`config.mk`:
```
export PLATFORM = sky130hd
export DESIGN_NAME = baccarat_deal_fsm
export DESIGN_NICKNAME = d
export VERILOG_FILES = /design/src/rtl/baccarat_deal_fsm.sv
export SDC_FILE = /design/constraint.sdc
export NUM_CORES = 1
export LEC_CHECK = 0
export CAP_MARGIN = 10
export CORE_MARGIN = 4
export CORE_UTILIZATION = 30
export CTS_CLUSTER_DIAMETER = 150
export DETAILED_ROUTE_END_ITERATION = 10
export PLACE_DENSITY = 0.58
export RECOVER_POWER = 50
export SETUP_SLACK_MARGIN = 0.3
export SLEW_MARGIN = 20
export SYNTH_ARGS = -nofsm -noshare
export SYNTH_HDL_FRONTEND = slang
export SYNTH_SLANG_ARGS = --single-unit
```
`constraint.sdc`:
```
create_clock -name slow_clock -period 1.6 [get_ports slow_clock]
set_input_delay 0.32 -clock slow_clock [delete_from_list [all_inputs] [get_ports slow_clock]]
set_output_delay 0.32 -clock slow_clock [all_outputs]
set_load 0.01 [all_outputs]
```
`src/rtl/baccarat_deal_fsm.sv`:
```
// Baccarat hand sequencer: card-load strobes in deal order, third-card rules,
// latched winner lights and saturating win/tie tallies that persist across hands.
module baccarat_deal_fsm #(
  parameter int TALLY_W = 4
) (
  input  logic               slow_clock,
  input  logic               resetb,
  input  logic               step,
  input  logic               new_hand,
  input  logic [3:0]         pscore,
  input  logic [3:0]         dscore,
  input  logic [3:0]         pcard3,
  output logic               load_pcard1,
  output logic               load_pcard2,
  output logic               load_pcard3,
  output logic               load_dcard1,
  output logic               load_dcard2,
  output logic               load_dcard3,
  output logic               clear_hand,
  output logic               player_win_light,
  output logic               dealer_win_light,
  output logic               hand_done,
  output logic [TALLY_W-1:0] pwins,
  output logic [TALLY_W-1:0] dwins,
  output logic [TALLY_W-1:0] ties,
  output logic [3:0]         state_dbg
);

  typedef enum logic [3:0] {
    S_P1   = 4'd0,
    S_D1   = 4'd1,
    S_P2   = 4'd2,
    S_D2   = 4'd3,
    S_NAT  = 4'd4,
    S_P3   = 4'd5,
    S_BANK = 4'd6,
    S_D3   = 4'd7,
    S_RES  = 4'd8,
    S_DONE = 4'd9
  } state_t;

  state_t     state, state_nx;
  logic       player_drew, player_drew_nx;
  logic [3:0] v3;
  logic       banker_draw;
  logic       res_fire;
  logic       new_fire;

  // Face cards (10..13) count as zero for the banker's third-card table.
  always_comb begin
    v3 = (pcard3 >= 4'd10) ? 4'd0 : pcard3;
  end

  always_comb begin
    banker_draw = 1'b0;
    if (!player_drew) begin
      banker_draw = (dscore <= 4'd5);
    end else begin
      case (dscore)
        4'd0, 4'd1, 4'd2: banker_draw = 1'b1;
        4'd3:             banker_draw = (v3 != 4'd8);
        4'd4:             banker_draw = (v3 >= 4'd2) && (v3 <= 4'd7);
        4'd5:             banker_draw = (v3 >= 4'd4) && (v3 <= 4'd7);
        4'd6:             banker_draw = (v3 >= 4'd6) && (v3 <= 4'd7);
        default:          banker_draw = 1'b0;
      endcase
    end
  end

  always_ff @(posedge slow_clock or negedge resetb) begin
    if (!resetb) begin
      state       <= S_P1;
      player_drew <= 1'b0;
    end else begin
      state       <= state_nx;
      player_drew <= player_drew_nx;
    end
  end

  // step is the only advance qualifier; S_DONE waits on new_hand alone.
  always_comb begin
    state_nx       = state;
    player_drew_nx = player_drew;
    case (state)
      S_P1: if (step) state_nx = S_D1;
      S_D1: if (step) state_nx = S_P2;
      S_P2: if (step) state_nx = S_D2;
      S_D2: if (step) state_nx = S_NAT;
      S_NAT: begin
        if (step) begin
          if ((pscore >= 4'd8) || (dscore >= 4'd8)) begin
            state_nx = S_RES;
          end else if (pscore <= 4'd5) begin
            state_nx       = S_P3;
            player_drew_nx = 1'b1;
          end else begin
            state_nx       = S_BANK;
            player_drew_nx = 1'b0;
          end
        end
      end
      S_P3: if (step) state_nx = S_BANK;
      S_BANK: begin
        if (step) state_nx = banker_draw ? S_D3 : S_RES;
      end
      S_D3:  if (step) state_nx = S_RES;
      S_RES: if (step) state_nx = S_DONE;
      S_DONE: begin
        if (new_hand) begin
          state_nx       = S_P1;
          player_drew_nx = 1'b0;
        end
      end
      default: state_nx = S_P1;
    endcase
  end

  // Strobes are gated by resetb so every output reads 0 while reset is held.
  always_comb begin
    load_pcard1 = resetb & step & (state == S_P1);
    load_dcard1 = resetb & step & (state == S_D1);
    load_pcard2 = resetb & step & (state == S_P2);
    load_dcard2 = resetb & step & (state == S_D2);
    load_pcard3 = resetb & step & (state == S_P3);
    load_dcard3 = resetb & step & (state == S_D3);
    clear_hand  = resetb & new_hand & (state == S_DONE);
    hand_done   = (state == S_DONE);
    state_dbg   = state;
  end

  assign res_fire = step & (state == S_RES);
  assign new_fire = new_hand & (state == S_DONE);

  always_ff @(posedge slow_clock or negedge resetb) begin
    if (!resetb) begin
      player_win_light <= 1'b0;
      dealer_win_light <= 1'b0;
      pwins            <= '0;
      dwins            <= '0;
      ties             <= '0;
    end else if (res_fire) begin
      player_win_light <= (pscore >= dscore);
      dealer_win_light <= (dscore >= pscore);
      if (pscore > dscore) begin
        if (pwins != '1) pwins <= pwins + TALLY_W'(1);
      end else if (dscore > pscore) begin
        if (dwins != '1) dwins <= dwins + TALLY_W'(1);
      end else begin
        if (ties != '1) ties <= ties + TALLY_W'(1);
      end
    end else if (new_fire) begin
      player_win_light <= 1'b0;
      dealer_win_light <= 1'b0;
    end
  end

endmodule

```
==> results of run 1 <==
[per-stage QoR]
step / setup WS, ns / utilization [%]
after floorplan: -0.0208 / -
after global placement: -0.639 / 51.0
after detailed placement: -0.670 / 51.0
after CTS: -0.151 / 60.5
after global routing: -0.247 / 63.5
final: -0.165 / 63.5
[state kept, by name, indices dropped and copies added, names as in the netlist]
signal,flops
player_drew,1
player_win_light,1
pwins,4
dwins,4
dealer_win_light,1
state_dbg,4
ties,4
[where the power goes]
| part | total (W) | leakage, nW | internal (W) | switching, W |
|---|---|---|---|---|
| registers | 0.000804 | 0.244 | 0.000652 | 0.000152 |
| clock network | 0.000341 | 0.0255 | 0.000173 | 0.000167 |
| logic | 0.00288 | 1.04 | 0.00168 | 0.00120 |
[per-layer routing]
metal	part of all wire [%]	track usage (%)	vias to the layer above
met2	57	37.9	36
met3	3.4	2.80	11
met5	0	0	-
li1	-	-	758
met4	2.1	5.73	0
met1	37	18.7	751
[cell usage after synthesis (all sizes together) (3+ instances only)]
cell / count
dfrtp: 19
nand2: 11
nor2: 10
inv: 8
ha: 7
a21oi: 6
nand2b: 6
nor3: 6
o21ai: 6
nand3: 5
xor2: 5
a31oi: 4
buf: 4
nor2b: 4
xnor2: 4
mux2: 3
nand4: 3
nor3b: 3
o211a: 3
[final timing paths]
path	startpoint	slack, ns	end
worst min register to register	pwins[0]$_DFFE_PN0P_	0.58	pwins[0]$_DFFE_PN0P_
worst min-delay path	resetb	0.35	state_dbg[3]$_DFFE_PN0P_
worst max-delay path	state_dbg[3]$_DFFE_PN0P_	-0.16	load_pcard2
min in group slow_clock	pwins[0]$_DFFE_PN0P_	0.58	pwins[0]$_DFFE_PN0P_
max in group asynchronous	resetb	0.81	state_dbg[0]$_DFFE_PN0P_
worst max register to register	state_dbg[1]$_DFFE_PN0P_	-0.16	dwins[1]$_DFFE_PN0P_
[cells by family after synthesis]
logic type / count (synthesis) / share of synthesized area (%)
buf+inv: 13 / 4.67
flops: 19 / 35.5
fa+ha+maj: 7 / 6.54
mux: 3 / 2.52
simple gates: 60 / 27.8
compound gates: 32 / 17.1
xor+xnor: 9 / 5.89
[repair_timing]
item	CTS	global route
gates resized for setup	137	23
endpoints found under the setup margin	45	36
pin swaps	32	8
gates cloned	1	0
setup buffers	31	8
[worst max-delay path: stages, from the launching register on]
cell and delay [ns]:
sky130_fd_sc_hd__dfrtp_1 0.40, sky130_fd_sc_hd__buf_6 0.13, sky130_fd_sc_hd__nand3b_1 0.21, sky130_fd_sc_hd__buf_4 0.17, sky130_fd_sc_hd__nor3b_2 0.13, sky130_fd_sc_hd__buf_2 0.15
[layout make-up]
| class | count | area [sq um] |
|---|---|---|
| well taps | 52 | 65.1 |
| multi-input cells | 111 | 1090 |
| clock inverters | 1 | 5.00 |
| flip-flops and latches | 19 | 479 |
| inverters | 8 | 35.0 |
| repair buffers | 119 | 1040 |
| clock buffers | 3 | 41.3 |
| fillers | 380 | 1580 |
==> summary.md, run 1 <==
| Metric | Value |
|---|---|
| Outcome | `complete, but fails checks` |
| Failing checks | `negative setup slack` |
| Worst clock skew | `0.00193 ns` |
| Path depth of the worst reg2reg path | `6` |
| Register bit count reported by yosys | `19` |
| Count of different cell masters after synthesis | `51` |
| Class of the most critical setup path | `register to output pin` |
| Via count of the first global-routing pass | `1647` |
| Proportion of layout cells with a drive suffix above 1 | `58.6%` |
| Portion of the post-synthesis area used by sequential elements | `35.5%` |
| DRC marker count from the first detailed-route iteration | `53` |
| Post-detailed-route wirelength per cell | `15.6 um` |
| Clock sinks | `19` |
| Post-synth net total | `166` |
| Number of pins exceeding their max-slew limit in the final report | `0` |
| Non-filler instance count after layout | `313` |
| Die H | `74.8 um` |
| Smallest hold slack | `0.348 ns` |
| Final worst path period share | `110%` |
| Async set-reset flop share out of synthesis | `100%` |
| Most used cells in the layout excluding fill and tap cells | `sky130_fd_sc_hd__buf_4, sky130_fd_sc_hd__buf_6, sky130_fd_sc_hd__dfrtp_1, sky130_fd_sc_hd__dlygate4sd2_1, sky130_fd_sc_hd__buf_2` |
| Pin count of the biggest net entering global routing | `12` |
| Inserted Clock Buffers | `3` |
| CTS H-tree depth | `1` |
| Max frequency | `567 MHz` |
| Routed Antenna Nets | `0` |
| Total wirelength of the detailed-routed design | `4.88 mm` |
| P&R area growth vs syn | `105%` |
| Total number of vias | `1556` |
| Maximum net fanout on the critical path | `4` |
| Cell Count Post-Placement | `269` |
| TritonCTS clock tree | `yes` |
| Clock Latency Late Sink | `0.26 ns` |
| I/O Buffers | `41` |
| Arrival time of data at the critical path endpoint | `1.44 ns` |
| Post-Synthesis Cell Area | `1340 sq um` |
| Combined global-route utilization of all metal layers | `18.5%` |
| Dominant cell type by area after synthesis | `sky130_fd_sc_hd__dfrtp_1` |
| Post-route setup slack | `-0.165 ns` |
| Horiz. Die Dim | `74.8 um` |
| Required time worst endpoint | `1.28 ns` |
| Count of synthesis-stage warnings from yosys | `0` |
| Final Cell Area | `2750 sq um` |
| Unrepaired setup endpoints after global routing | `true` |
| Cell at the root of the clock tree | `sky130_fd_sc_hd__clkbuf_8` |
| Final min period | `1.76 ns` |
| Effective utilization at floorplan | `31.0%` |
| Post-detailed-placement half-perimeter wirelength | `3.25 mm` |
| Number of remaining DRC errors | `0` |
| Syn Inst Count | `143` |
| Largest vdd supply drop | `756 uV` |
| Drt first pass iters | `4` |
| CTS max path bufs | `2` |
| Main area contributors after synthesis | `sky130_fd_sc_hd__dfrtp_1, sky130_fd_sc_hd__ha_1, sky130_fd_sc_hd__xor2_1, sky130_fd_sc_hd__nand2_1, sky130_fd_sc_hd__nand2b_1` |
| Final-layout setup total negative slack | `-1.45 ns` |
| Static Leak | `1.31 nW` |
| Number of failing hold endpoints at the final stage | `0` |
| Worst relative slew slack | `54.5%` |
| Hold_buf cts | `0` |
| Number of synthesized flops with an enable pin | `0` |
| Share of the synthesized area in the top cell type | `35.5%` |
| Most common library cell in the layout ignoring fill and taps | `sky130_fd_sc_hd__buf_4` |
| Pwr/cell area | `1460 nW/um^2` |
| Antenna violations before repair | `0` |
| Final number of setup-violating endpoints | `19` |
| Max-capacitance violation count | `0` |
| Area after detailed placement | `2210 sq um` |
| First-pass GRT wire length | `7.81 mm` |
| Via density | `4.97` |
| Core Area | `4320 sq um` |
| Total congestion overflow after global routing | `0` |
| Predominant post-synthesis flop cell | `sky130_fd_sc_hd__dfrtp_1` |
| Sort of element at the start of the critical path | `register` |
| Actual slew at the worst max-slew pin | `0.683 ns` |
| Clock-pin slew on the worst setup and hold paths | `0.07 ns` |
| Number of placement rows | `24` |
| Kind of end point of the critical path | `output pin` |
| Last weighted congestion value of the routability-driven placer | `0.907` |
| Number of diodes | `0` |
| Avg Synthesized Cell Area | `9.36 sq um` |
| Floorplan die area | `5600 sq um` |
| Path type of the worst min-delay path | `input port to async pin` |
| Count of boundary I/O pins | `42` |
| Sum of internal, switching and leakage power | `0.00403 W` |
| Total number of nets in the final design | `285` |
No activity file was read; power rests on OpenSTA's default activity.
==> run 2, diff against run 1 <==
- CORE_UTILIZATION: 30 -> 42
- PLACE_DENSITY: 0.58 -> 0.76
==> run 2 against run 1 <==
Worst hold slack got worse by 0.16 ns. Die area fell by 26%. Sequential cell count did not move. Sequential power fell by 1%. Via count rose by 16%. Utilization rose by 27 points. Cell area rose by 0.77%. Sequential share of layout area fell by 0.18 points. Global-route usage rose by 10 points. Routed wire length rose by 33%. Worst setup slack got worse by 0.17 ns. Largest power group unchanged. The run still ends with negative setup slack left.
==> summary.md, run 2 (synthesized netlist as in run 1, its figures left out) <==
| Metric | Value |
|---|---|
| Outcome | `complete, but fails checks` |
| Failing checks | `negative setup slack` |
| Number of remaining DRC errors | `0 (unchanged)` |
| Critical path's largest stage delay | `0.45 ns (+0.05 ns)` |
| Post-detailed-placement half-perimeter wirelength | `3.27 mm (+0.46%)` |
| Sort of element at the start of the critical path | `register` |
| Total number of nets in the final design | `291 (+2.1%)` |
| Final number of setup-violating endpoints | `26 (+7)` |
| Worst relative slew slack | `64.6% (+10 points)` |
| Cell at the root of the clock tree | `sky130_fd_sc_hd__clkbuf_4` |
| Maximum net fanout on the critical path | `5 (+1)` |
| Post-route setup slack | `-0.331 ns (-0.167 ns)` |
| Via density | `5.80 (+17%)` |
| Inserted Clock Buffers | `3 (unchanged)` |
| Required time worst endpoint | `1.80 ns (+0.52 ns)` |
| Post-detailed-route wirelength per cell | `20.9 um (+34%)` |
| Number of diodes | `0 (unchanged)` |
| Sequential share of power | `19.7% (-0.3 points)` |
| GR peak layer | `met2` |
| Total congestion overflow after global routing | `0 (unchanged)` |
| Arrival time of data at the critical path endpoint | `2.13 ns (+0.69 ns)` |
| Drt first pass iters | `4 (unchanged)` |
| Die H | `64.5 um (-14%)` |
| Combined global-route utilization of all metal layers | `28.8% (+10 points)` |
| Count of boundary I/O pins | `42 (unchanged)` |
| Total wirelength of the detailed-routed design | `6.51 mm (+33%)` |
| Floorplan die area | `4160 sq um (-26%)` |
| Largest vdd supply drop | `1240 uV (+64%)` |
| Most used cells in the layout excluding fill and tap cells | `sky130_fd_sc_hd__buf_4, sky130_fd_sc_hd__buf_6, sky130_fd_sc_hd__dfrtp_1` |
| Final worst path period share | `121% (+10 points)` |
| First-pass GRT wire length | `9.03 mm (+16%)` |
| Slowest stage cell on the critical path | `sky130_fd_sc_hd__dfrtp_2` |
| Last weighted congestion value of the routability-driven placer | `0.798 (-12%)` |
| Antenna violations before repair | `0 (unchanged)` |
| Effective utilization at floorplan | `43.9% (+13 points)` |
| Internal Power | `0.00241 W (-3.8%)` |
| Clock-pin slew on the worst setup and hold paths | `0.12 ns (+0.05 ns)` |
| Pin count of the biggest net entering global routing | `15 (+3)` |
| Horiz. Die Dim | `64.5 um (-14%)` |
| Switching part of the total power | `40.5% (+2.6 points)` |
| Most common library cell in the layout ignoring fill and taps | `sky130_fd_sc_hd__buf_4` |
| Switch Pwr | `0.00164 W (+7.5%)` |
| Proportion of layout cells with a drive suffix above 1 | `62.9% (+4.3 points)` |
| Number of placement rows | `20 (-17%)` |
| Total number of vias | `1805 (+16%)` |
| Path type of the worst min-delay path | `input port to async pin` |
| Clock sinks | `19 (unchanged)` |
| TritonCTS clock tree | `yes` |
| Slack of the worst reg-to-reg path | `-0.33 ns (-0.17 ns)` |
| Routed Antenna Nets | `0 (unchanged)` |
| Actual slew at the worst max-slew pin | `0.526 ns (-0.157 ns)` |
| Final min period | `1.93 ns (+0.167 ns)` |
| Kind of end point of the critical path | `register` |
| Number of failing hold endpoints at the final stage | `0 (unchanged)` |
| Class of the most critical setup path | `register to register` |
| Cells along the critical path | `buf_4, buf_4, nor4b_4, and2_4, nand2_4, nor2_4, mux2_4` |
| Global routing met2 resource utilization | `57.0% (+19 points)` |
| Placement-stage worst setup slack | `-0.705 ns (-0.0348 ns)` |
| Via count of the first global-routing pass | `1843 (+12%)` |
| Max frequency | `518 MHz (-8.6%)` |
| Clock Latency Late Sink | `0.30 ns (+0.04 ns)` |
| Global-route track usage on met3 | `3.81% (+1.0 points)` |
| Unrepaired setup endpoints after global routing | `true` |
| Combinational group share of total power | `74.1% (+2.6 points)` |
| Worst clock skew | `0.00902 ns (+0.00710 ns)` |
| P&R area growth vs syn | `107%` |
| Number of pins exceeding their max-slew limit in the final report | `0 (unchanged)` |
| Clock network fraction of total power | `6.3% (-2.2 points)` |
| Max-capacitance violation count | `0 (unchanged)` |
| CTS H-tree depth | `1 (unchanged)` |
| Fin util | `90.7% (+27 points)` |
| Static Leak | `1.34 nW (+2.3%)` |
| Core Area | `3050 sq um (-29%)` |
| CTS max path bufs | `2 (unchanged)` |
| DRC marker count from the first detailed-route iteration | `98 (+85%)` |
| Crit-path most repeated cell | `sky130_fd_sc_hd__buf_4` |
| GR met1 Demand/Resource | `30.2% (+11 points)` |
| I/O Buffers | `41 (unchanged)` |
| Pwr/cell area | `1460 nW/um^2 (-0.27%)` |
[run 2: changes by cell type in the layout (fill, tap and decap cells not counted), sizes merged]
| cell | before | now |
|---|---|---|
| buf | 91 | 101 |
| clkdlybuf4s15 | 5 | 1 |
| clkbuf | 7 | 12 |
| dlygate4sd2 | 16 | 8 |
| clkdlybuf4s50 | 3 | 6 |
[run 2: worst max-delay path: cells and delay by family (launching register included)]
kind	cells	cell delay (ns)
flops	1	0.45
buf+inv	2	0.28
mux	1	0.30
simple gates	4	0.79
[run 2: final cells by class]
cell class | count | area, sq um
Multi-Input combinational cell | 111 | 1080
Inverter | 8 | 35.0
Timing Repair Buffer | 125 | 1090
Fill cell | 120 | 284
Clock inverter | 1 | 5.00
Sequential cell | 19 | 478
Clock buffer | 3 | 22.5
Tap cell | 44 | 55.1
[run 2: per-stage QoR]
step	total power [W]	instance area (sq um)	setup TNS, ns	instances	hold slack, ns
CTS	0.00357	2620	-3.38	302	0.187
global placement	0.00255	2180	-12.31	260	0.481
finish	0.00405	2770	-5.97	311	0.192
floorplan	0.00176	1480	-0.0448	143	0.0244
global route	0.00425	2770	-7.73	311	0.177
detailed placement	0.00264	2180	-13.50	260	0.502
[run 2: layer usage]
| layer | vias to the layer above | routed length [um] | share of wire [%] |
|---|---|---|---|
| li1 | 776 | - | - |
| met3 | 38 | 462 | 7.1 |
| met5 | - | 0 | 0 |
| met1 | 867 | 2210 | 34 |
| met2 | 124 | 3510 | 54 |
| met4 | 0 | 323 | 5.0 |
[run 2: power groups by stage]
stage	logic (W)	registers [W]	clock network (W)
floorplan	0.000875	0.000890	0
global placement	0.00173	0.000817	0
detailed placement	0.00181	0.000831	0
CTS	0.00256	0.000758	0.000253
global route	0.00314	0.000812	0.000295
finish	0.00300	0.000796	0.000253
[run 2: repair_timing]
action | CTS | global route
cloned | 0 | 0
pin swaps | 35 | 12
setup buffers | 38 | 9
hold buffers | 0 | 0
setup endpoints to repair | 45 | 44
resized for setup | 141 | 43
[run 2: path summary, 6_finish.rpt]
check | start | to | depth (start not counted)
max in group asynchronous | resetb | state_dbg[2]$_DFFE_PN0P_ | 3
max | state_dbg[2]$_DFFE_PN0P_ | dwins[1]$_DFFE_PN0P_ | 7
max reg2reg | state_dbg[2]$_DFFE_PN0P_ | dwins[1]$_DFFE_PN0P_ | 7
min reg2reg | pwins[3]$_DFFE_PN0P_ | pwins[3]$_DFFE_PN0P_ | 1
min | resetb | player_drew$_DFFE_PN0P_ | 2
min in group slow_clock | pwins[3]$_DFFE_PN0P_ | pwins[3]$_DFFE_PN0P_ | 1
==> run 3, diff against run 2 <==
- CORE_MARGIN: 4 -> 2
==> run 3 against run 2 <==
The run still ends with negative setup slack left. Maximum frequency rose by 1.8%. Sequential cell count is the same. Global-route usage up 2.7 points. Worst hold slack better by 0.25 ns. Power is 4.6% lower. Clock power is essentially flat. Via count barely moved. Cell count is 0.64% lower. Register-to-register slack improved by 0.07 ns. Utilization is 0.33 points lower. Cell area fell by 0.36%. Largest cell class unchanged.
==> summary.md, run 3 (synthesized netlist as in run 1, its figures left out) <==
| Metric | Value |
|---|---|
| Outcome | `complete, but fails checks` |
| Failing checks | `negative setup slack` |
| Total number of vias | `1804 (-0.055%)` |
| Slack of the worst reg-to-reg path | `-0.26 ns (+0.07 ns)` |
| Total number of nets in the final design | `289 (-0.69%)` |
| DRC marker count from the first detailed-route iteration | `97 (-1.0%)` |
| Most used cells in the layout excluding fill and tap cells | `sky130_fd_sc_hd__buf_4, sky130_fd_sc_hd__buf_6, sky130_fd_sc_hd__dfrtp_1` |
| Smallest hold slack | `0.443 ns (+0.252 ns)` |
| Post-detailed-placement half-perimeter wirelength | `3.14 mm (-3.7%)` |
| Routed Antenna Nets | `0 (unchanged)` |
| Antenna violations before repair | `0 (unchanged)` |
| Startpoint of the worst register-to-register path | `state_dbg[2]$_DFFE_PN0P_` |
| Required time worst endpoint | `1.28 ns (-0.52 ns)` |
| Met3 Wirelength | `416 um (-10%)` |
| Worst relative slew slack | `71.0% (+6.4 points)` |
| P&R area growth vs syn | `106%` |
| Clock Latency Late Sink | `0.31 ns (about the same)` |
| Met2 Routed Length | `3.28 mm (-6.5%)` |
| Horiz. Die Dim | `60.5 um (-6.2%)` |
| CTS H-tree depth | `1 (unchanged)` |
| Worst setup path startpoint | `state_dbg[2]$_DFFE_PN0P_` |
| Kind of end point of the critical path | `output pin` |
| Final number of setup-violating endpoints | `28 (+7.7%)` |
| Worst clock skew | `0.0118 ns (+0.00280 ns)` |
| Number of placement rows | `20 (unchanged)` |
| Clock-pin slew on the worst setup and hold paths | `0.12 ns (about the same)` |
| Max-capacitance violation count | `0 (unchanged)` |
| Number of failing hold endpoints at the final stage | `0 (unchanged)` |
| Path depth of the worst reg2reg path | `6 (-1)` |
| Arrival time of data at the critical path endpoint | `1.58 ns (-0.55 ns)` |
| TritonCTS clock tree | `yes` |
| Pin count of the biggest net entering global routing | `15 (unchanged)` |
| End of the worst register-to-register path | `ties[1]$_DFFE_PN0P_` |
| Post-detailed-route wirelength per cell | `20.8 um (-0.54%)` |
| Number of diodes | `0 (unchanged)` |
| Post-route setup slack | `-0.297 ns (+0.0346 ns)` |
| Final min period | `1.90 ns (-0.0346 ns)` |
| Routed met1 length | `2.33 mm (+5.1%)` |
| Total wirelength of the detailed-routed design | `6.43 mm (-1.2%)` |
| First-pass GRT wire length | `8.36 mm (-7.5%)` |
| Path type of the worst min-delay path | `input port to async pin` |
| Total congestion overflow after global routing | `0 (unchanged)` |
| Highest metal layer with signal wires | `met4` |
| Pwr/cell area | `1400 nW/um^2 (-4.3%)` |
| Max frequency | `527 MHz (+1.8%)` |
| CTS max path bufs | `2 (unchanged)` |
| Static Leak | `1.30 nW (-3.0%)` |
| Last weighted congestion value of the routability-driven placer | `0.810 (+1.5%)` |
| Largest vdd supply drop | `1230 uV (-0.99%)` |
| Most common library cell in the layout ignoring fill and taps | `sky130_fd_sc_hd__buf_4` |
| Final worst path period share | `119% (-2.2 points)` |
| Sort of element at the start of the critical path | `register` |
| Die H | `60.5 um (-6.2%)` |
| Effective utilization at floorplan | `43.9% (unchanged)` |
| Inserted Clock Buffers | `3 (unchanged)` |
| Core Area | `3050 sq um (unchanged)` |
| Count of boundary I/O pins | `42 (unchanged)` |
| Unrepaired setup endpoints after global routing | `true` |
| Via density | `5.84 (+0.59%)` |
| Floorplan die area | `3660 sq um (-12%)` |
| Sum of internal, switching and leakage power | `0.00386 W (-4.6%)` |
| Fin util | `90.4% (-0.33 points)` |
| Number of pins exceeding their max-slew limit in the final report | `0 (unchanged)` |
| Clock sinks | `19 (unchanged)` |
| I/O Buffers | `41 (unchanged)` |
| Combined global-route utilization of all metal layers | `31.6% (+2.7 points)` |
| Number of remaining DRC errors | `0 (unchanged)` |
| Maximum net fanout on the critical path | `4 (-1)` |
| Proportion of layout cells with a drive suffix above 1 | `60.0% (-2.9 points)` |
| Class of the most critical setup path | `register to output pin` |
| Actual slew at the worst max-slew pin | `0.432 ns (-0.0936 ns)` |
| Drt first pass iters | `4 (unchanged)` |
| Cell at the root of the clock tree | `sky130_fd_sc_hd__clkbuf_4` |
| Via count of the first global-routing pass | `1754 (-4.8%)` |
## run 3: cell types whose count changed in the layout (fill, tap and decap cells not counted), moves of 3 or more
cell / delta
sky130_fd_sc_hd__buf_6: -11
sky130_fd_sc_hd__buf_4: +6
sky130_fd_sc_hd__clkbuf_2: -3
sky130_fd_sc_hd__clkdlybuf4s15_1: +3
## run 3: how the worst max path moves through the flow
stage                                       to  slack [ns]  depth (start not counted)
after CTS                          load_pcard2       -0.25                          6
final                              load_pcard2       -0.30                          6
after global routing               load_pcard2       -0.38                          6
after global placement     ties[1]$_DFFE_PN0P_       -0.63                          7
after floorplan           dwins[1]$_DFFE_PN0P_       -0.02                          6
after detailed placement   ties[1]$_DFFE_PN0P_       -0.67                          7
## run 3: worst max-delay path, stage by stage, from the launching register on
cell and delay, ns:
sky130_fd_sc_hd__dfrtp_2 0.45, sky130_fd_sc_hd__buf_6 0.13, sky130_fd_sc_hd__nor2_4 0.08, sky130_fd_sc_hd__nand3b_1 0.15, sky130_fd_sc_hd__buf_4 0.18, sky130_fd_sc_hd__nor3b_2 0.13, sky130_fd_sc_hd__buf_2 0.14
## run 3: what timing repair did
item,4_1_cts,5_1_grt
endpoints found under the hold margin,0,0
setup endpoints to repair,45,42
resized for setup,129,37
hold buffers,0,0
setup buffers,32,15
pin swaps,27,14
## run 3: layer usage
layer,track usage (%),vias up
li1,-,766
met1,33.6,860
met2,58.5,128
met3,6.82,50
met4,15.8,0
met5,0,-
## run 3: final cells by class
class / instances / area (sq um)
timing repair buffer: 123 / 1080
multi-input combinational: 111 / 1080
sequential: 19 / 478
fill: 136 / 294
tap: 44 / 55.1
inverter: 8 / 35.0
clock buffer: 4 / 26.3
## run 3: where the power goes
group	switching (W)	internal, W	total, W
combinational	0.00127	0.00153	0.00280
clock	0.000159	0.0000974	0.000256
sequential	0.000155	0.000649	0.000804
## run 3: metrics by stage
| step | setup TNS [ns] | area (sq um) | worst slack [ns] | instances |
|---|---|---|---|---|
| 2_1_floorplan | -0.0448 | 1480 | -0.0208 | 143 |
| 3_3_place_gp | -12.29 | 2170 | -0.634 | 258 |
| 3_5_place_dp | -13.16 | 2170 | -0.672 | 258 |
| 4_1_cts | -2.58 | 2540 | -0.251 | 294 |
| 5_1_grt | -6.46 | 2760 | -0.376 | 309 |
| 6_report | -5.17 | 2760 | -0.297 | 309 |
==> RTL change 1: new RTL, config.mk and constraints of run 3 <==
Register the output `state_dbg`; this adds one clock of latency there. The other outputs are not delayed to match.
--- a/src/rtl/baccarat_deal_fsm.sv
+++ b/src/rtl/baccarat_deal_fsm.sv
@@ -40,2 +40,4 @@
   } state_t;
+
+  logic [3:0] state_dbg_d;
 
@@ -127,3 +129,3 @@
     hand_done   = (state == S_DONE);
-    state_dbg   = state;
+    state_dbg_d = state;
   end
@@ -156,2 +158,6 @@
 
+  always_ff @(posedge slow_clock) begin
+    state_dbg <= state_dbg_d;
+  end
+
 endmodule
Function: changed (Yosys sat finds a counterexample within 4 cycles, from zero or initial values and one cycle with resetb low).
==> RTL change 1 against run 3 <==
  * The flow still finishes with violations (negative setup slack)
  * Power fell by 5.7%
  * Sequential cell count rose by 4
  * Routed wire length fell by 26%
  * Cell count fell by 4.2%
  * First-iteration DRC count fell by 49%
  * Final area fell by 5.9%
  * Die area rose by 5.8%
  * Worst setup slack improved by 0.052 ns
  * Synthesized area rose by 6.2%
==> RTL change 1: results (changes against run 3) <==
- Nets: 274 (was 289)
- Final wirelength: 4.78 mm (was 6.43 mm)
- Leak: 1.23 nW (was 1.30 nW)
- Final Skew: 0.0116 ns (was 0.0118 ns)
- Violated checks: negative setup slack (unchanged)
- Reg clk slew, reported paths: 0.14 ns (was 0.12 ns)
- Setup ws final: -0.245 ns (was -0.297 ns)
- Number of global-route vias before repair: 1762 (was 1754)
- Total CTS buffers: 3 (unchanged)
- CP Data Arrival Time: 2.11 ns (was 1.58 ns)
- Largest net degree at the start of global routing: 21 (was 15)
- Slew margin rel.: 79.5% (was 71.0%)
- HP Class: in2async (unchanged)
- Critical path's slowest cell: dfrtp_1 (was dfrtp_2)
- Top post-synthesis cells by area: dfrtp_1, ha_1, dfxtp_1, a21oi_1, xnor2_1 (was dfrtp_1, ha_1, xor2_1, nand2_1, nand2b_1)
- Outcome: finished, violations left (unchanged)
- First-pass GRT wire length: 8.04 mm (was 8.36 mm)
- M1 wire length: 1.68 mm (was 2.33 mm)
- Final-layout fill cell count: 211 (was 136)
- Clock latency on the worst-skew pair: 0.33 ns (was 0.31 ns)
- Post-Syn Area per Cell: 9.80 µm² (was 9.36 µm²)
- Starting DRC count in detailed routing: 49 (was 97)
- Top sig layer: met4 (unchanged)
- Gr usage total: 26.1% (was 31.6%)
- Clk buf depth: 2 (unchanged)
- Clock root buffer: clkbuf_4 (unchanged)
- Asr flop ratio synth: 82.6% (was 100%)
- Worst vdd ir: 959 µV (was 1230 µV)
- Final Non-Filler Cells: 296 (was 309)
- Cells after DPL: 259 (was 258)
- Final setup vio count: 27 (was 28)
- GP Congestion: 0.834 (was 0.810)
- Metal2 WL: 2.61 mm (was 3.28 mm)
- Post-DP HPWL: 3.23 mm (was 3.14 mm)
- Number of synthesis warnings: 0 (unchanged)
- Setup Buffers After CTS: 26 (was 32)
- GRT met2 Usage: 49.5% (was 58.5%)
- Met1 Track Usage GR: 25.3% (was 33.6%)
- Post_cts resized: 115 (was 129)
- M3 GR Usage: 5.80% (was 6.82%)
- Share of layout cells above drive strength 1: 53.6% (was 60.0%)
- Pre-CTS WS: -0.752 ns (was -0.672 ns)
- H-tree depth: 1 (unchanged)
- Met3 Wirelength: 235 µm (was 416 µm)
- Crit path max-delay family: simple AND/OR/NAND/NOR gates (was flip-flops)
- Crit Path Max Fanout: 4 (unchanged)
- Seq/Total Area, Yosys: 39.1% (was 35.5%)
- Initial antenna violation count: 0 (unchanged)
- Via count: 1619 (was 1804)
- Worst path max stage delay: 0.42 ns (was 0.45 ns)
- Mapped Nets: 168 (was 166)
- Count of cell types in the netlist: 49 (was 51)
- Commonest cells post-synth: dfrtp_1, nand2_1, nor2_1 (was dfrtp_1, nand2_1, inv_1, nor2_1, ha_1)
## RTL change 1: cells by family (layout without fill, tap and decap cells)
kind of cell / after synthesis / count (layout) / share of synthesized area, %
AND/OR/NAND/NOR: 58 / 58 / 26.8
flip-flops: 23 / 23 / 39.1
AO/OA/AOI/OAI: 32 / 32 / 14.1
multiplexers: 4 / 4 / 3.08
adder cells (fa/ha/maj): 7 / 7 / 6.16
XOR/XNOR: 9 / 9 / 5.55
buffers and inverters: 12 / 117 / 5.28
## RTL change 1: layout make-up
| type | instances | area share, % |
|---|---|---|
| clock buffer | 3 | 0.868 |
| sequential | 23 | 21.5 |
| clock inverter | 1 | 0.289 |
| inverter | 5 | 1.40 |
| timing repair buffer | 108 | 35.4 |
| tap | 46 | 2.22 |
| multi-input combinational | 110 | 38.3 |
## RTL change 1: final timing paths
path	startpoint	end	slack, ns	depth (start not counted)
max reg2reg	state[1]	dwins[3]	-0.24	8
min	resetb	pwins[2]	0.07	2
max	state[1]	dwins[3]	-0.24	8
min in group slow_clock	state[3]	state_dbg[3]	0.47	0
min reg2reg	state[3]	state_dbg[3]	0.47	0
max in group asynchronous	resetb	state[0]	1.35	2
## RTL change 1: power breakdown
| part | switching, mW | internal [mW] |
|---|---|---|
| Combinational | 1.10 | 1.35 |
| Sequential | 0.117 | 0.784 |
| Clock | 0.194 | 0.0958 |
## RTL change 1: stage by stage
step,setup TNS (ns),util (%),hold WS (ns),area (µm²)
2_1_floorplan,-0.0990,-,0.0244,1600
3_3_place_gp,-13.80,69.0,0.413,2270
3_5_place_dp,-14.97,69.0,0.427,2270
4_1_cts,-2.99,76.8,0.0800,2520
5_1_grt,-5.83,79.0,0.0687,2590
6_report,-4.04,79.0,0.0689,2590
==> RTL change 2: new RTL, settings of run 3 <==
Made on the original files. `TALLY_W`: 4 -> 6.
--- a/src/rtl/baccarat_deal_fsm.sv
+++ b/src/rtl/baccarat_deal_fsm.sv
@@ -3,3 +3,3 @@
 module baccarat_deal_fsm #(
-  parameter int TALLY_W = 4
+  parameter int TALLY_W = 6
 ) (
Interface: changed (resized dwins, pwins and ties); port bits go from 42 to 48. No check against the original RTL was run, so the function may have changed too.
==> RTL change 2 against run 3 <==
  * The flow still finishes with violations (negative setup slack)
  * Utilization decreased by 0.36 points
  * Non-clock buffer count rose by 15
  * Routed wire length is 8.3% higher
  * Global-route usage decreased by 3.5 points
  * Power shrank 0.28%
  * Sequential cell count rose by 6
  * Sequential power grew 10%
  * Worst setup slack worse by 0.087 ns
  * Critical endpoint is now ties[1]
  * Final area rose by 19%
  * Hold slack worse by 0.27 ns
  * Synthesized area up 18%
==> RTL change 2: results (changes against run 3) <==
- Outcome: finished, violations left (unchanged)
- Violated checks: negative setup slack (unchanged)
- Count of cell types in the netlist: 46 (was 51)
- Min Hold Slack: 0.172 ns (was 0.443 ns)
- Crit Path Max Fanout: 4 (unchanged)
- HP Class: in2async (unchanged)
- DR WL/cell: 19.8 µm (was 20.8 µm)
- Commonest cells post-synth: dfrtp_1, nand2_1, xnor2_1 (was dfrtp_1, nand2_1, inv_1, nor2_1, ha_1)
- Mapped Nets: 190 (was 166)
- Switch Pwr: 1.53 mW (was 1.59 mW)
- Nets: 327 (was 289)
- Leak: 1.55 nW (was 1.30 nW)
- CP Data Arrival Time: 2.18 ns (was 1.58 ns)
- Slew margin rel.: 71.8% (was 71.0%)
- First-pass GRT wire length: 9.14 mm (was 8.36 mm)
- Clk buf depth: 2 (unchanged)
- Pre-CTS WS: -0.918 ns (was -0.672 ns)
- Final setup vio count: 34 (was 28)
- Setup ws final: -0.383 ns (was -0.297 ns)
- Crit path max-delay family: simple AND/OR/NAND/NOR gates (was flip-flops)
- Final-layout fill cell count: 158 (was 136)
- Reg2reg start: state_dbg[2] (unchanged)
- Port Buffers: 47 (was 41)
- Clock root buffer: clkbuf_8 (was clkbuf_4)
- Seq/Total Area, Yosys: 39.7% (was 35.5%)
- Via count: 2047 (was 1804)
- Pre-antenna DRT Iters: 4 (unchanged)
- H-tree depth: 1 (unchanged)
- Worst vdd ir: 576 µV (was 1230 µV)
- Antenna Cells: 0 (unchanged)
- Number of global-route vias before repair: 1956 (was 1754)
- Reg clk slew, reported paths: 0.12 ns (about the same)
- Asr flop ratio synth: 100% (unchanged)
- Share of layout cells above drive strength 1: 58.1% (was 60.0%)
- Setup crit start kind: flip-flop (unchanged)
- Worst reg-to-reg setup slack: -0.38 ns (was -0.26 ns)
- Top post-synthesis cells by area: dfrtp_1, xnor2_1, ha_1, nand2_1, nand4_1 (was dfrtp_1, ha_1, xor2_1, nand2_1, nand2b_1)
- Critical path's slowest cell: dfrtp_2 (unchanged)
- Post-DP HPWL: 3.65 mm (was 3.14 mm)
- Initial antenna violation count: 0 (unchanged)
- Number of synthesis warnings: 0 (unchanged)
- Top_reg_cell synth: dfrtp_1 (unchanged)
- Worst path max stage delay: 0.44 ns
- Gr usage total: 28.1% (was 31.6%)
- Final Skew: 0.0155 ns (was 0.0118 ns)
- Top flop regs: dwins (6), pwins (6), ties (6)
- Clock latency on the worst-skew pair: 0.30 ns
- Starting DRC count in detailed routing: 115 (was 97)
- Largest net degree at the start of global routing: 27 (was 15)
- GP Congestion: 0.915 (was 0.810)
-- RTL change 2: worst paths after layout --
path / cells past startpoint / to
max: 6 / ties[1]
min: 2 / pwins[4]
max reg2reg: 6 / ties[1]
min reg2reg: 1 / ties[5]
max in group asynchronous: 2 / ties[5]
min in group slow_clock: 4 / state_dbg[1]
-- RTL change 2: routing by layer --
metal / global-route usage [%] / vias to the layer above / wire length, µm / part of all wire [%]
met1: 31.2 / 995 / 2470 / 36
met2: 53.2 / 135 / 3690 / 53
met4: 11.7 / 0 / 367 / 5.3
li1: - / 883 / - / -
met3: 3.60 / 34 / 434 / 6.2
met5: 0 / - / 0 / 0
-- RTL change 2: cell type report --
class	instances	area share [%]
clock buffer	3	1.26
inverter	6	1.07
clock inverter	1	0.268
tap	48	1.84
multi-input combinational	130	37.9
sequential	25	19.2
timing repair buffer	138	38.4
-- RTL change 2: what timing repair did --
action,in CTS,in global routing
setup buffers,30,16
pin swaps,29,27
setup endpoints to repair,57,48
resized for setup,177,30
-- RTL change 2: metrics by stage --
stage,std cells,utilization [%],cell area (µm²),setup TNS (ns)
after floorplan,167,-,1780,-1.08
after global placement,301,71.0,2580,-19.83
after detailed placement,301,71.0,2580,-21.27
after CTS,335,83.5,3030,-4.03
after global routing,351,90.0,3270,-9.89
final,351,90.0,3270,-7.79
-- RTL change 2: cell families after synthesis --
| group | share of synthesized area, % |
|---|---|
| xor gates and xnor gates | 8.33 |
| AOI/OAI and AO/OA | 15.7 |
| muxes | 2.14 |
| adders and majority gates | 5.55 |
| buffers and inverters | 3.09 |
| and+or+nand+nor | 25.5 |
| DFF | 39.7 |
-- RTL change 2: power groups by stage --
stage | registers, mW | clock network (mW) | logic, mW
finish | 0.884 | 0.442 | 2.52
global placement | 0.866 | 0 | 1.70
global route | 0.896 | 0.464 | 2.64
CTS | 0.868 | 0.416 | 2.19
floorplan | 0.961 | 0 | 0.895
detailed placement | 0.878 | 0 | 1.77
